**src/rtl/user_io_event_queue.sv**
```systemverilog
// user_io_event_queue: merges single-cycle pulses from the button and rotary
// parsers into one ordered event stream. Pending events are granted round-robin
// into a show-ahead FIFO that the CPU drains through a valid/pop handshake.
// Optional feature macro: USER_IO_TIMESTAMP_EN (adds per-event cycle timestamps).
module user_io_event_queue #(
  parameter int unsigned DEPTH    = 8,
  parameter int unsigned TS_WIDTH = 16
) (
  input  logic                     clk,
  input  logic                     rst_b,
  input  logic [4:0]               compass_buttons,
  input  logic                     rotary_push,
  input  logic                     rotary_event,
  input  logic                     rotary_left,
  output logic                     ev_valid,
  output logic [2:0]               ev_code,
  output logic [TS_WIDTH-1:0]      ev_time,
  input  logic                     ev_pop,
  output logic [$clog2(DEPTH):0]   ev_count,
  output logic                     ovf,
  input  logic                     ovf_clr
);

  localparam int unsigned AW = $clog2(DEPTH);
`ifdef USER_IO_TIMESTAMP_EN
  localparam int unsigned EW = 3 + TS_WIDTH;
`else
  localparam int unsigned EW = 3;
`endif

  logic [7:0]    src;
  logic [7:0]    pend;
  logic [2:0]    rr_ptr;
  logic [2:0]    gnt_idx;
  logic          gnt_found;
  logic [7:0]    gnt_vec;
  logic          push;
  logic          pop_acc;
  logic          full;
  logic          ovf_set;
  logic [EW-1:0] push_data;
  logic [EW-1:0] head;

  logic [EW-1:0] mem [DEPTH];
  logic [AW-1:0] wptr;
  logic [AW-1:0] rptr;
  logic [AW:0]   count;

  // Map parser pulses onto event codes; rotary direction only matters with a detent.
  always_comb begin
    src      = '0;
    src[4:0] = compass_buttons;
    src[5]   = rotary_push;
    src[6]   = rotary_event & ~rotary_left;
    src[7]   = rotary_event &  rotary_left;
  end

  // Round-robin search: first pending source at or after rr_ptr, wrapping 7->0.
  always_comb begin
    gnt_found = 1'b0;
    gnt_idx   = '0;
    for (int unsigned k = 0; k < 8; k++) begin
      if (!gnt_found && pend[rr_ptr + 3'(k)]) begin
        gnt_found = 1'b1;
        gnt_idx   = rr_ptr + 3'(k);
      end
    end
  end

  // Handshake, grant and overflow decisions for this cycle.
  always_comb begin
    ev_valid = (count != '0);
    pop_acc  = ev_pop & ev_valid;
    full     = (count == (AW+1)'(DEPTH));
    push     = gnt_found & (~full | pop_acc);
    gnt_vec  = push ? (8'd1 << gnt_idx) : '0;
    ovf_set  = |(src & pend & ~gnt_vec);
  end

  // Pending bits, round-robin pointer and the sticky, set-dominant overflow flag.
  always_ff @(posedge clk or negedge rst_b) begin
    if (!rst_b) begin
      pend   <= '0;
      rr_ptr <= '0;
      ovf    <= 1'b0;
    end else begin
      pend <= src | (pend & ~gnt_vec);
      if (push) rr_ptr <= gnt_idx + 3'd1;
      if (ovf_set)      ovf <= 1'b1;
      else if (ovf_clr) ovf <= 1'b0;
    end
  end

`ifdef USER_IO_TIMESTAMP_EN
  logic [TS_WIDTH-1:0] ts;
  logic [TS_WIDTH-1:0] pend_ts [8];

  // Free-running cycle counter; each new pending event latches its arrival time.
  // A pulse arriving while its bit is being granted is a fresh event, so it restamps.
  always_ff @(posedge clk or negedge rst_b) begin
    if (!rst_b) begin
      ts <= '0;
      for (int unsigned i = 0; i < 8; i++) pend_ts[i] <= '0;
    end else begin
      ts <= ts + 1'b1;
      for (int unsigned i = 0; i < 8; i++)
        if (src[i] && (!pend[i] || gnt_vec[i])) pend_ts[i] <= ts;
    end
  end

  // Entry layout: {code, timestamp}.
  always_comb begin
    push_data = {gnt_idx, pend_ts[gnt_idx]};
    ev_code   = head[EW-1 -: 3];
    ev_time   = head[TS_WIDTH-1:0];
  end
`else
  // Entry holds the code only; no timestamps in this build.
  always_comb begin
    push_data = gnt_idx;
    ev_code   = head;
    ev_time   = '0;
  end
`endif

  // Show-ahead head read straight from storage.
  always_comb head = mem[rptr];

  // FIFO storage and pointers; simultaneous push and pop leave occupancy unchanged.
  always_ff @(posedge clk or negedge rst_b) begin
    if (!rst_b) begin
      for (int unsigned i = 0; i < DEPTH; i++) mem[i] <= '0;
      wptr  <= '0;
      rptr  <= '0;
      count <= '0;
    end else begin
      if (push) begin
        mem[wptr] <= push_data;
        wptr      <= wptr + 1'b1;
      end
      if (pop_acc) rptr <= rptr + 1'b1;
      if (push && !pop_acc)      count <= count + 1'b1;
      else if (!push && pop_acc) count <= count - 1'b1;
    end
  end

  assign ev_count = count;

endmodule

```
**config.mk**
```make
export PLATFORM = sky130hd
export DESIGN_NAME = user_io_event_queue
export DESIGN_NICKNAME = d
export VERILOG_FILES = /design/src/rtl/user_io_event_queue.sv
export SDC_FILE = /design/constraint.sdc
export NUM_CORES = 1
export LEC_CHECK = 0
export ABC_AREA = 1
export ABC_CLOCK_PERIOD_IN_PS = 8600
export BUFFER_PORTS_ARGS = -buffer_cell sky130_fd_sc_hd__buf_2
export CORE_ASPECT_RATIO = 2
export CORE_MARGIN = 3
export CORE_UTILIZATION = 47
export CTS_CLUSTER_DIAMETER = 150
export DETAILED_ROUTE_END_ITERATION = 7
export GPL_ROUTABILITY_DRIVEN = 1
export PLACE_DENSITY = 0.63
export SYNTH_ARGS = -nofsm -noshare
export SYNTH_HDL_FRONTEND = slang
export SYNTH_SLANG_ARGS = --single-unit
```
**constraint.sdc**
```tcl
create_clock -name clk -period 8.6 [get_ports clk]
set_input_delay 0.86 -clock clk [delete_from_list [all_inputs] [get_ports clk]]
set_output_delay 0.86 -clock clk [all_outputs]
set_load 0.1 [all_outputs]
```
After elaboration in Yosys (flattened, before gate mapping)

Index checks and enable logic that the tools add are counted.
Widths: inputs -> output; s select.

$add $sub $neg: 12
Muxes and demuxes: 43
Bitwise gates (word level): 14
Magnitude comparators: 11
Reduce and logical (&&, ||, !) cells: 23
Shift-type cells: 1
Multipliers: 0
Divide/modulo/power cells: 0
Equality and inequality tests: 1

Operator list:

| kind                | count |
|---|---|
| $mux 3              | 11 |
| $lt 3x4->1 const B  | 8 |
| $and 8x8->8         | 3 |
| $bmux 1 s3          | 8 |
| $bwmux 24           | 1 |
| $mux 1              | 18 |
| $add 3x1->3 const B | 4 |
| $add 3x3->3 const B | 4 |
| $logic_and 1x1->1   | 10 |
| $bmux 3 s3          | 1 |
| $demux 3 s3         | 1 |
| $logic_not 1->1     | 9 |
| $ge 4x4->1 const B  | 2 |
| $mux 4              | 2 |
| $mux 8              | 1 |
| $not 3->4           | 2 |
| $not 8->8           | 1 |
| $or 8x8->8          | 1 |
| $reduce_or 8->1     | 1 |
| $shl 1x3->8 const A | 1 |
| $add 3x2->3 const B | 2 |
| $add 4x1->4 const B | 1 |
| $and 1x1->1         | 4 |
| $eq 4x4->1 const B  | 1 |
| 6 further kinds     | 8 |

Latch bits: 0
Bits in registers: 46
Bits in read-only memories: 0
Memory bits (writable): 0
Bits of input ports: 12
Output and inout bits: 25
Memories kept: 0

Logic depth before layout (Yosys ltp)

Gate-level depths: netlist of run 1.

Word-level depth: 30
Mapped depth: 27
Mapped depth without buffers: 25

Least setup slack after synthesis of run 1

No wires, ideal clock.

Kind: reg2reg
Start point: register count[0] (netlist: ev_count[0])
End point: register count[3] (netlist: ev_count[3])
Library setup time: 0.126 ns
Arrival time: 3.939 ns
Slack: 4.535 ns
Buffers on the path: 1
Clock period less this slack: 4.065 ns
Cell stages (with the launch flop): 17
Cells stage by stage: dfrtp_1 nor2_1 nand3_1 nand2_1 nand4_1 nand2_2 inv_2 buf_6 ha_1 inv_1 ha_1 a21o_1 a21oi_1 nor2_1 nor2_1 nand2_1 xor2_1

Longest elaborated chain between the ends: 7
Elaborated cells between the ends (all ways): 15
Classes of those cells: add/sub: 2; eq/ne: 1; mux: 2; bitwise: 4; reduce/logical: 6

RTL lines:

| item                               | RTL line | RTL |
|---|---|---|
| start: declaration                 | 47       | `logic [AW:0] count;` |
| start signal: assignment           | 142      | `if (push && !pop_acc) count <= count + 1'b1;` |
| start signal: assignment           | 143      | `else if (!push && pop_acc) count <= count - 1'b1;` |
| $reduce_bool 4->1 *                | 72       | `ev_valid = (count != '0);` |
| via ev_valid                       | 15       | `output logic ev_valid,` |
| $and 1x1->1 *                      | 73       | `pop_acc = ev_pop & ev_valid;` |
| $or 1x1->1 *                       | 75       | `push = gnt_found & (~full \| pop_acc);` |
| $and 1x1->1 *                      | 75       |  |
| via push                           | 37       | `logic push;` |
| $logic_not 1->1                    | 143      |  |
| $logic_and 1x1->1                  | 143      |  |
| $reduce_bool 2->1 (no source line) | -        |  |

The timed path passes the listed nets; every way through them passes the cells marked *. The select of a mux whose other input is x is not followed.
A chain may end at the register's enable or synchronous reset.

Final worst setup path of run 1

Start point: register rr_ptr[0]
End point: register count[3] (netlist: ev_count[3])

Longest elaborated chain between the ends: 28
Elaborated cells between the ends (all ways): 51
Classes of those cells: add/sub: 7; mux: 25; bitwise: 1; reduce/logical: 18

RTL lines:

| item                                                 | RTL line | RTL |
|---|---|---|
| start: declaration                                   | 33       | `logic [2:0] rr_ptr;` |
| start signal: assignment                             | 88       | `if (push) rr_ptr <= gnt_idx + 3'd1;` |
| branches (longest 23 deep; another with $add 3x1->3) | -        |  |
| $mux 1 *                                             | 63       | `if (!gnt_found && pend[rr_ptr + 3'(k)]) begin` |
| $and 1x1->1 *                                        | 75       |  |
| $logic_not 1->1                                      | 143      |  |
| $logic_and 1x1->1                                    | 143      |  |
| $reduce_bool 2->1 (no source line)                   | -        |  |

Every way passes the cells marked *. The select of a mux whose other input is x is not followed.

==> results.py, run 1 <==
metrics = {
    "clock_network": {
        "clock_sinks": 46,
        "ctsResizeCount": 0,
        "clkLatencyLatePin_ps": 290,
        "clockBufferDepth": 2,
        "cts_root_buffer": "clkbuf_16",
        "h-tree-depth": 2,
        "cts_buffers": 5,
        "clkTransAtPathRegs_ps": 70,
        "cts_tree": "done",
        "post_cts.repair.setup_buffers": 0,
        "cts-hold-fix-buffers": 0,
    },
    "worst_hold_path": {
        "hold_path_depth": 2,
        "hp-class": "reg -> reg",
        "min_to": "mem[13]$_DFFE_PN0P_",
        "min_from": "mem[13]$_DFFE_PN0P_",
    },
    "final_layout": {
        "area_growth_pct": 8.87,
        "nNetsFinal": 493,
        "drive_gt1_share_pct": 13.6,
        "diodes": 0,
    },
    "setup_path": {
        "r2r-end": "ev_count[3]$_DFFE_PN0P_",
        "cp-start-kind": "flip-flop",
        "worst-setup-path-type": "reg -> reg",
        "startpoint": "rr_ptr[0]$_DFFE_PN0P_",
        "critPathRequiredTime_ps": 8780,
        "cpMostUsedCell": "ha_1",
        "reg2reg_slack_ps": 4610,
        "cp-end-kind": "flip-flop",
        "worstReg2RegStart": "rr_ptr[0]$_DFFE_PN0P_",
        "cp_max_fo": 14,
        "r2r_cells": 21,
        "crit_family": "simple AND/OR/NAND/NOR gates",
        "cpMaxStageDelayCell": "dfrtp_1",
        "path_cells": "inv_2 -> ha_1 -> inv_1 -> nand3_1 -> nand3_2 -> nand2_2 -> nor2_4 -> nand4_4 -> nor2_4 -> nand3_1 -> nand2_2 -> inv_2 -> ha_1 -> inv_1 -> ha_1 -> a21o_1 -> a21oi_1 -> nor2_1 -> nor2_1 -> nand2_1 -> xor2_1",
        "cp.arrival_ps": 4170,
        "worst-path-buf-inv": 4,
        "max_stage_delay_ps": 590,
    },
    "timing": {
        "rsz0062_at_grt": "no",
        "worstMarginPinSlew_ps": 1030,
        "finalMaxSlewViolations": 0,
        "finClkSkew_ps": 9.43,
        "fin_ws_ps": 4610,
        "tns_ps": 0,
        "period_minus_slack_ps": 3990,
        "setup_viol": 0,
        "fin_crit_sh_pct": 46.4,
        "fmax_mhz": 251,
        "hold_violations": 0,
        "maxSlewHeadroom_pct": 31.2,
    },
    "synthesis": {
        "synth_flop_cell": "dfrtp_1",
        "synthCells": 452,
        "syn_area_sq_mm": 0.00324,
        "synth_top_area_share_pct": 35.5,
        "ys_top_cells_by_area": "dfrtp_1, nand2_1, o21ai_0",
        "synth.avg_cell_area_sq_um": 7.18,
        "seq_area_frac_synth_pct": 35.5,
        "synth_edf_count": 0,
        "synth_top_area_cell": "dfrtp_1",
        "ys_types": 36,
        "ys_warn_count": 0,
        "synth-async-reset-ratio_pct": 100,
        "synth.ff_latch_count": 46,
    },
    "floorplan": {
        "rows": 42,
        "core_area_sq_mm": 0.00667,
        "die_h_um": 123,
        "initial_utilization_pct": 48.6,
        "die_area_sq_mm": 0.00799,
        "io_pins": 37,
        "dieWidth_um": 64.7,
    },
    "placement": {
        "portBuffers": 20,
        "dp_hpwl_um": 6980,
        "place_congestion": 0.931,
        "pre_cts_ws_ps": 4670,
    },
    "detailed_routing": {
        "viasPerCell": 5.19,
        "first_pass_iters": 6,
        "ant_nets": 0,
        "wl_per_cell_um": 15.7,
        "drtIter0Drc": 134,
        "drc": 0,
        "vias": 2899,
        "drt-total-wl_um": 8770,
    },
    "global_routing": {
        "grt_antenna_before_repair": 0,
        "grt_pass1_wl_um": 14200,
        "met3_usage_pct": 3.18,
        "grt_max_degree": 47,
        "grt_pass1_vias": 2971,
        "grt_use_met1_pct": 21.9,
        "grt_util_all_layers_pct": 24.2,
        "grt-ovfl-total": 0,
        "grt_use_met2_pct": 45.7,
        "top_usage_layer": "met2",
    },
    "status": {
        "outcome": "complete, no violations",
    },
    "job": {
        "max_cap_viol_count": 0,
    },
}
==> synth_stat cells, types with 3 or more instances <==
cell type    n
a21o_1       5
a21oi_1      6
a31oi_1      3
buf_2        3
buf_4       18
dfrtp_1     46
ha_1        10
inv_1       50
inv_2        5
nand2_1    116
nand2_2     10
nand3_1     40
nand3_2      5
nand4_1      7
nor2_1      47
nor2_4       3
o21ai_0     45
o21bai_1     4
xor2_1       4
==> logic make-up (layout without fill, tap and decap cells) <==
| group | count (synthesis) | after routing | synth area share [%] |
|---|---|---|---|
| AO/OA/AOI/OAI | 69 | 69 | 12.0 |
| XOR/XNOR | 7 | 7 | 2.12 |
| adder cells (fa/ha/maj) | 11 | 11 | 4.48 |
| buffers and inverters | 82 | 86 | 12.3 |
| flip-flops | 46 | 46 | 35.5 |
| multiplexers | 1 | 1 | 0.347 |
| other | 1 | 16 | 0.116 |
| AND/OR/NAND/NOR | 235 | 235 | 33.2 |
==> per-layer routing <==
metal  up-vias  routed length, um
met4         0                740
met3        41                149
met2        62               4920
met5         -                  0
met1      1344               2960
li1       1452                  -
==> registers in the layout (all words and copies together), names as in the netlist <==
| register | count |
|---|---|
| rptr | 3 |
| wptr | 3 |
| rr_ptr | 3 |
| ev_count | 4 |
| ovf | 1 |
| pend | 8 |
| mem | 24 |
==> per-stage QoR <==
| step | instance area, sq um | utilization, % | instances | hold slack, ps |
|---|---|---|---|---|
| floorplan | 3300 | - | 467 | 448 |
| global placement | 3340 | 50.0 | 551 | 462 |
| detailed placement | 3340 | 50.0 | 551 | 469 |
| CTS | 3530 | 52.9 | 559 | 485 |
| global route | 3530 | 52.9 | 559 | 506 |
| finish | 3530 | 52.9 | 559 | 478 |
==> cells in the final DEF, fill, tap and decap left out, types with 5 or more instances in the layout <==
master     count
a21oi_1        6
ha_1          10
nand3_1       40
clkbuf_16      5
nand3_2        5
o21ai_0       45
nand2_2       10
buf_2         20
dfrtp_1       46
nand2_1      116
inv_1         50
conb_1        16
a21o_1         5
nor2_1        47
inv_2          5
nand4_1        7
==> worst max path at each step <==
stage | end | slack (ps) | depth (start not counted)
final | ev_count[3]$_DFFE_PN0P_ | 4610 | 21
after detailed placement | ev_count[3]$_DFFE_PN0P_ | 4670 | 21
after global placement | ev_count[3]$_DFFE_PN0P_ | 4770 | 21
after CTS | ev_count[3]$_DFFE_PN0P_ | 4640 | 21
after floorplan | ev_count[3]$_DFFE_PN0P_ | 4540 | 16
after global routing | ev_count[3]$_DFFE_PN0P_ | 4290 | 21
==> final cells by class <==
| cell class | count | area (sq um) |
|---|---|---|
| clock buffer | 5 | 125 |
| clock inverter | 3 | 68.8 |
| fill | 683 | 3140 |
| inverter | 57 | 219 |
| multi-input combinational | 339 | 1750 |
| sequential | 46 | 1150 |
| tap | 88 | 110 |
| timing repair buffer | 21 | 108 |
==> tightest hold or removal path: cells and delay by family (launching register included) <==
kind | cells | cell delay [ps]
AO/OA/AOI/OAI | 1 | 60
flip-flops | 1 | 330
AND/OR/NAND/NOR | 1 | 50
Power of run 1 is not shown: default switching activity piles up to over one toggle a cycle in this logic, so the estimate is an artifact.
==> inputs of run 2 (changes only) <==
- ABC_CLOCK_PERIOD_IN_PS: 8600 -> 3600
- PLACE_DENSITY: 0.63 -> 0.66
- clock period: 8.6 -> 3.6 ns (I/O delays scaled with it)
==> run 2 against run 1 <==
Net effect: routed wire length fell by 8.2%; clock skew decreased by 1.4 ps; largest cell class unchanged; non-clock buffer count grew 8; highest routed layer unchanged.
==> results.py, run 2 (same netlist as run 1, synthesis figures left out) <==
metrics = {
    "timing": {
        "period_minus_slack_ps": 3290,
        "tns_ps": 0,
        "fin_crit_sh_pct": 91.4,
        "finalMaxSlewViolations": 0,
        "maxSlewHeadroom_pct": 31.5,
        "fmax_mhz": 304,
        "rsz0062_at_grt": "no",
        "finClkSkew_ps": 8.01,
        "hold_violations": 0,
        "setup_viol": 0,
        "worstMarginPinSlew_ps": 1030,
    },
    "setup_path": {
        "cp-start-kind": "flip-flop",
        "cpMostUsedCell": "nand3_1",
        "max_stage_delay_ps": 410,
        "worst-path-buf-inv": 4,
        "cp_max_fo": 9,
        "critPathRequiredTime_ps": 3780,
        "cpMaxStageDelayCell": "dfrtp_1",
        "worst-setup-path-type": "reg -> reg",
        "crit_family": "simple AND/OR/NAND/NOR gates",
        "cp.arrival_ps": 3470,
        "r2r_cells": 21,
        "path_cells": "inv_4 -> ha_2 -> inv_2 -> nand3_1 -> nand3_1 -> nand2_2 -> nor2_4 -> nand4_4 -> nor2_4 -> nand3_1 -> nand2_2 -> inv_2 -> ha_1 -> inv_1 -> ha_1 -> a21o_1 -> a21oi_2 -> nor2_1 -> nor2_1 -> nand2_1 -> xor2_1",
        "cp.depth": 21,
        "cp-end-kind": "flip-flop",
    },
    "floorplan": {
        "rows": 42,
        "die_area_sq_mm": 0.00799,
        "io_pins": 37,
        "dieWidth_um": 64.7,
        "core_area_sq_mm": 0.00667,
        "initial_utilization_pct": 48.6,
        "die_h_um": 123,
    },
    "detailed_routing": {
        "first_pass_iters": 5,
        "drtIter0Drc": 146,
        "viasPerCell": 5.16,
        "vias": 2925,
        "drt-total-wl_um": 8060,
        "drc": 0,
        "wl_per_cell_um": 14.2,
        "ant_nets": 0,
    },
    "clock_network": {
        "h-tree-depth": 2,
        "clock_sinks": 46,
        "cts-hold-fix-buffers": 0,
        "clkLatencyLatePin_ps": 290,
        "cts_root_buffer": "clkbuf_16",
        "cts_buffers": 5,
        "clockBufferDepth": 2,
        "cts_tree": "done",
        "clkTransAtPathRegs_ps": 70,
    },
    "placement": {
        "dpl_cell_area_sq_mm": 0.00340,
        "place_congestion": 0.882,
        "dp_hpwl_um": 6460,
        "portBuffers": 20,
    },
    "final_layout": {
        "post-route-util_pct": 53.4,
        "largest_register": "mem",
        "nNetsFinal": 501,
        "n_fill_cell": 675,
        "finalInstanceArea_sq_mm": 0.00357,
        "final_common_cell": "nand2_1",
        "largest_reg_flops": 24,
        "final_cell_mix": "nand2_1, inv_1, nor2_1",
        "area_growth_pct": 9.99,
        "diodes": 0,
        "drive_gt1_share_pct": 15.9,
    },
    "global_routing": {
        "grt_antenna_before_repair": 0,
        "grt_pass1_wl_um": 13400,
        "grt-ovfl-total": 0,
        "grt_util_all_layers_pct": 22.1,
        "grt_pass1_vias": 2898,
        "grt_max_degree": 47,
    },
    "job": {
        "max_cap_viol_count": 0,
    },
    "worst_hold_path": {
        "hp-class": "in -> async",
    },
    "status": {
        "outcome": "complete, no violations",
    },
}
[run 2: cell count changes in the layout (fill, tap and decap cells not counted), sizes merged]
cell / previous run / this run
clkinv: 1 / 2
buf: 21 / 29
inv: 57 / 58
bufinv: 2 / 0
[run 2: worst paths after layout]
path / slack, ps / endpoint / start
max in group asynchronous: 2710 / rptr[0]$_DFFE_PN0P_ / rst_b
min in group clk: 270 / pend[0]$_DFF_PN0_ / compass_buttons[0]
min reg2reg: 480 / mem[19]$_DFFE_PN0P_ / mem[19]$_DFFE_PN0P_
max reg2reg: 310 / ev_count[3]$_DFFE_PN0P_ / rr_ptr[1]$_DFFE_PN0P_
max: 310 / ev_count[3]$_DFFE_PN0P_ / rr_ptr[1]$_DFFE_PN0P_
min: 250 / mem[15]$_DFFE_PN0P_ / rst_b
[run 2: worst register-to-register path, stage by stage (launching register included)]
cell and delay, ps:
dfrtp_1 410, inv_4 110, ha_2 350, inv_2 110, nand3_1 100, nand3_1 100, nand2_2 80, nor2_4 130
nand4_4 120, nor2_4 150, nand3_1 150, nand2_2 100, inv_2 40, ha_1 210, inv_1 110, ha_1 250
a21o_1 190, a21oi_2 130, nor2_1 50, nor2_1 80, nand2_1 70, xor2_1 130
[run 2: area by class of cell]
class / instances / area, sq um / share of cell area, %
Multi-Input combinational cell: 339 / 1770 / 49.6
Sequential cell: 46 / 1150 / 32.3
Inverter: 57 / 219 / 6.14
Timing Repair Buffer: 29 / 175 / 4.91
Clock buffer: 5 / 125 / 3.51
Tap cell: 88 / 110 / 3.09
Clock inverter: 3 / 18.8 / 0.526
[run 2: per-stage QoR]
stage | setup slack [ps] | hold slack [ps] | instances
finish | 311 | 254 | 567
global route | 23.5 | 275 | 567
CTS | 184 | 265 | 566
detailed placement | 193 | 468 | 558
global placement | 259 | 462 | 558
floorplan | 103 | 64.4 | 467
[run 2: timing repair]
item / in CTS / in global routing
setup buffers: 0 / 1
setup endpoints to repair: 0 / 1
resized for setup: 0 / 5
[run 2: metal layers]
metal / part of all wire (%) / vias to the layer above / global-route usage, %
li1: - / 1471 / -
met5: 0 / - / 0
met3: 2.7 / 32 / 3.00
met1: 34 / 1353 / 21.6
met2: 58 / 69 / 42.1
met4: 5.1 / 0 / 14.0
Power of run 2 is left out for the same reason.
==> inputs of run 3 (changes only) <==
- CELL_PAD_IN_SITES_DETAIL_PLACEMENT: default -> 1
- CELL_PAD_IN_SITES_GLOBAL_PLACEMENT: default -> 2
- CORE_UTILIZATION: 47 -> 30
- PLACE_DENSITY: 0.66 -> 0.73
==> run 3 against run 2 <==
Net effect: hold slack better by 1.2 ps; register-to-register slack worse by 20 ps; critical path depth is 1 higher; non-clock buffer count is 1 higher; final cell count is 8.8% higher; sequential share of layout area is 0.74 points lower; first-iteration DRC count is 57% lower; die area is 52% higher; worst setup slack worse by 19 ps; global-route usage is 3.8 points lower; clock skew is 1.7 ps higher; utilization is 19 points lower.
==> results.py, run 3 (same netlist as run 1, synthesis figures left out) <==
metrics = {
    "setup_path": {
        "critPathRequiredTime_ps": 3780,
        "cp.arrival_ps": 3490,
        "max_stage_delay_ps": 390,
        "cp_max_fo": 9,
        "worst-setup-path-type": "reg -> reg",
        "cp-end-kind": "flip-flop",
        "path_cells": "buf_4 -> ha_1 -> inv_1 -> nand2_1 -> nand2_1 -> nand3_1 -> nand2_2 -> nor2_4 -> nand4_4 -> nor2_4 -> nand3_1 -> nand2_2 -> inv_2 -> ha_1 -> inv_1 -> ha_1 -> a21o_1 -> a21oi_2 -> nor2_1 -> nor2_1 -> nand2_1 -> xor2_1",
        "cpMaxStageDelayCell": "dfrtp_1",
        "cp-start-kind": "flip-flop",
    },
    "clock_network": {
        "clock_sinks": 46,
        "cts_tree": "done",
        "cts_root_buffer": "clkbuf_16",
        "h-tree-depth": 2,
        "clkTransAtPathRegs_ps": 70,
        "post_cts.repair.setup_buffers": 0,
        "clkLatencyLatePin_ps": 290,
        "clockBufferDepth": 2,
        "cts_buffers": 5,
    },
    "timing": {
        "hold_violations": 0,
        "maxSlewHeadroom_pct": 26.8,
        "tns_ps": 0,
        "worstMarginPinSlew_ps": 1100,
        "fin_crit_sh_pct": 91.9,
        "finalMaxSlewViolations": 0,
        "rsz0062_at_grt": "no",
        "finClkSkew_ps": 9.68,
        "fin_ws_ps": 292,
        "setup_viol": 0,
        "fmax_mhz": 302,
        "period_minus_slack_ps": 3310,
    },
    "status": {
        "outcome": "complete, no violations",
    },
    "detailed_routing": {
        "drtIter0Drc": 63,
        "ant_nets": 0,
        "drc": 0,
        "drt-total-wl_um": 10400,
        "viasPerCell": 4.87,
        "vias": 3004,
        "wl_per_cell_um": 16.8,
        "first_pass_iters": 4,
    },
    "placement": {
        "dp_hpwl_um": 8540,
        "dpl_cell_area_sq_mm": 0.00348,
        "pre_cts_ws_ps": 251,
        "place_congestion": 0.857,
        "portBuffers": 20,
        "dp_cells": 609,
    },
    "floorplan": {
        "die_h_um": 153,
        "rows": 53,
        "initial_utilization_pct": 30.8,
        "core_area_sq_mm": 0.0105,
        "io_pins": 37,
        "die_area_sq_mm": 0.0122,
        "dieWidth_um": 79.5,
    },
    "global_routing": {
        "grt_pass1_vias": 3286,
        "grt-ovfl-total": 0,
        "grt_antenna_before_repair": 0,
        "grt_util_all_layers_pct": 18.3,
        "grt_max_degree": 47,
        "grt_pass1_wl_um": 16800,
    },
    "final_layout": {
        "final_common_cell": "nand2_1",
        "stdcell_count": 617,
        "multi_input_area_sq_mm": 0.00177,
        "n_fill_cell": 1343,
        "area_growth_pct": 12.6,
        "largest_register": "mem",
        "finalInstanceArea_sq_mm": 0.00365,
        "nNetsFinal": 502,
        "drive_gt1_share_pct": 15.8,
        "register_area_sq_mm": 0.00115,
        "largest_reg_flops": 24,
        "final_cell_mix": "nand2_1, inv_1, nor2_1",
        "diodes": 0,
    },
    "worst_hold_path": {
        "hp-class": "in -> reg",
    },
    "job": {
        "max_cap_viol_count": 0,
    },
}
run 3: area by class of cell:
| cell class | count | share of cell area [%] |
|---|---|---|
| multi-input cells | 339 | 48.4 |
| clock buffers | 6 | 3.53 |
| well taps | 137 | 4.69 |
| inverters | 57 | 6.00 |
| repair buffers | 30 | 4.80 |
| clock inverters | 2 | 1.03 |
| flip-flops and latches | 46 | 31.5 |
run 3: worst max-delay path: cells and delay by family (launching register included):
family,cells,cell delay [ps]
xor+xnor,1,140
compound gates,2,330
fa+ha+maj,3,670
flops,1,390
simple gates,12,1240
buf+inv,4,420
run 3: metrics by stage:
step / utilization (%) / hold slack, ps
CTS: 34.6 / 250
detailed placement: 33.0 / 468
floorplan: - / 64.4
global route: 34.6 / 250
finish: 34.6 / 255
global placement: 33.0 / 462
run 3: repair_timing:
action	CTS	global route
hold buffers	0	0
setup endpoints to repair	0	1
gates resized for setup	0	3
run 3: layer usage:
metal,track usage [%],share of wire (%)
met1,16.3,33
met2,37.2,60
met3,1.65,1.7
met4,10.5,5.6
met5,0,0
run 3: final timing paths:
check / from / endpoint / slack, ps / depth (start not counted)
worst max register to register: rr_ptr[1]$_DFFE_PN0P_ / ev_count[3]$_DFFE_PN0P_ / 290 / 22
min in group asynchronous: rst_b / mem[16]$_DFFE_PN0P_ / 260 / 1
max in group asynchronous: rst_b / ev_count[0]$_DFFE_PN0P_ / 2640 / 1
worst min register to register: mem[13]$_DFFE_PN0P_ / mem[13]$_DFFE_PN0P_ / 480 / 2
worst max-delay path: rr_ptr[1]$_DFFE_PN0P_ / ev_count[3]$_DFFE_PN0P_ / 290 / 22
worst min-delay path: compass_buttons[2] / pend[2]$_DFF_PN0_ / 250 / 2
Power of run 3 is left out for the same reason.
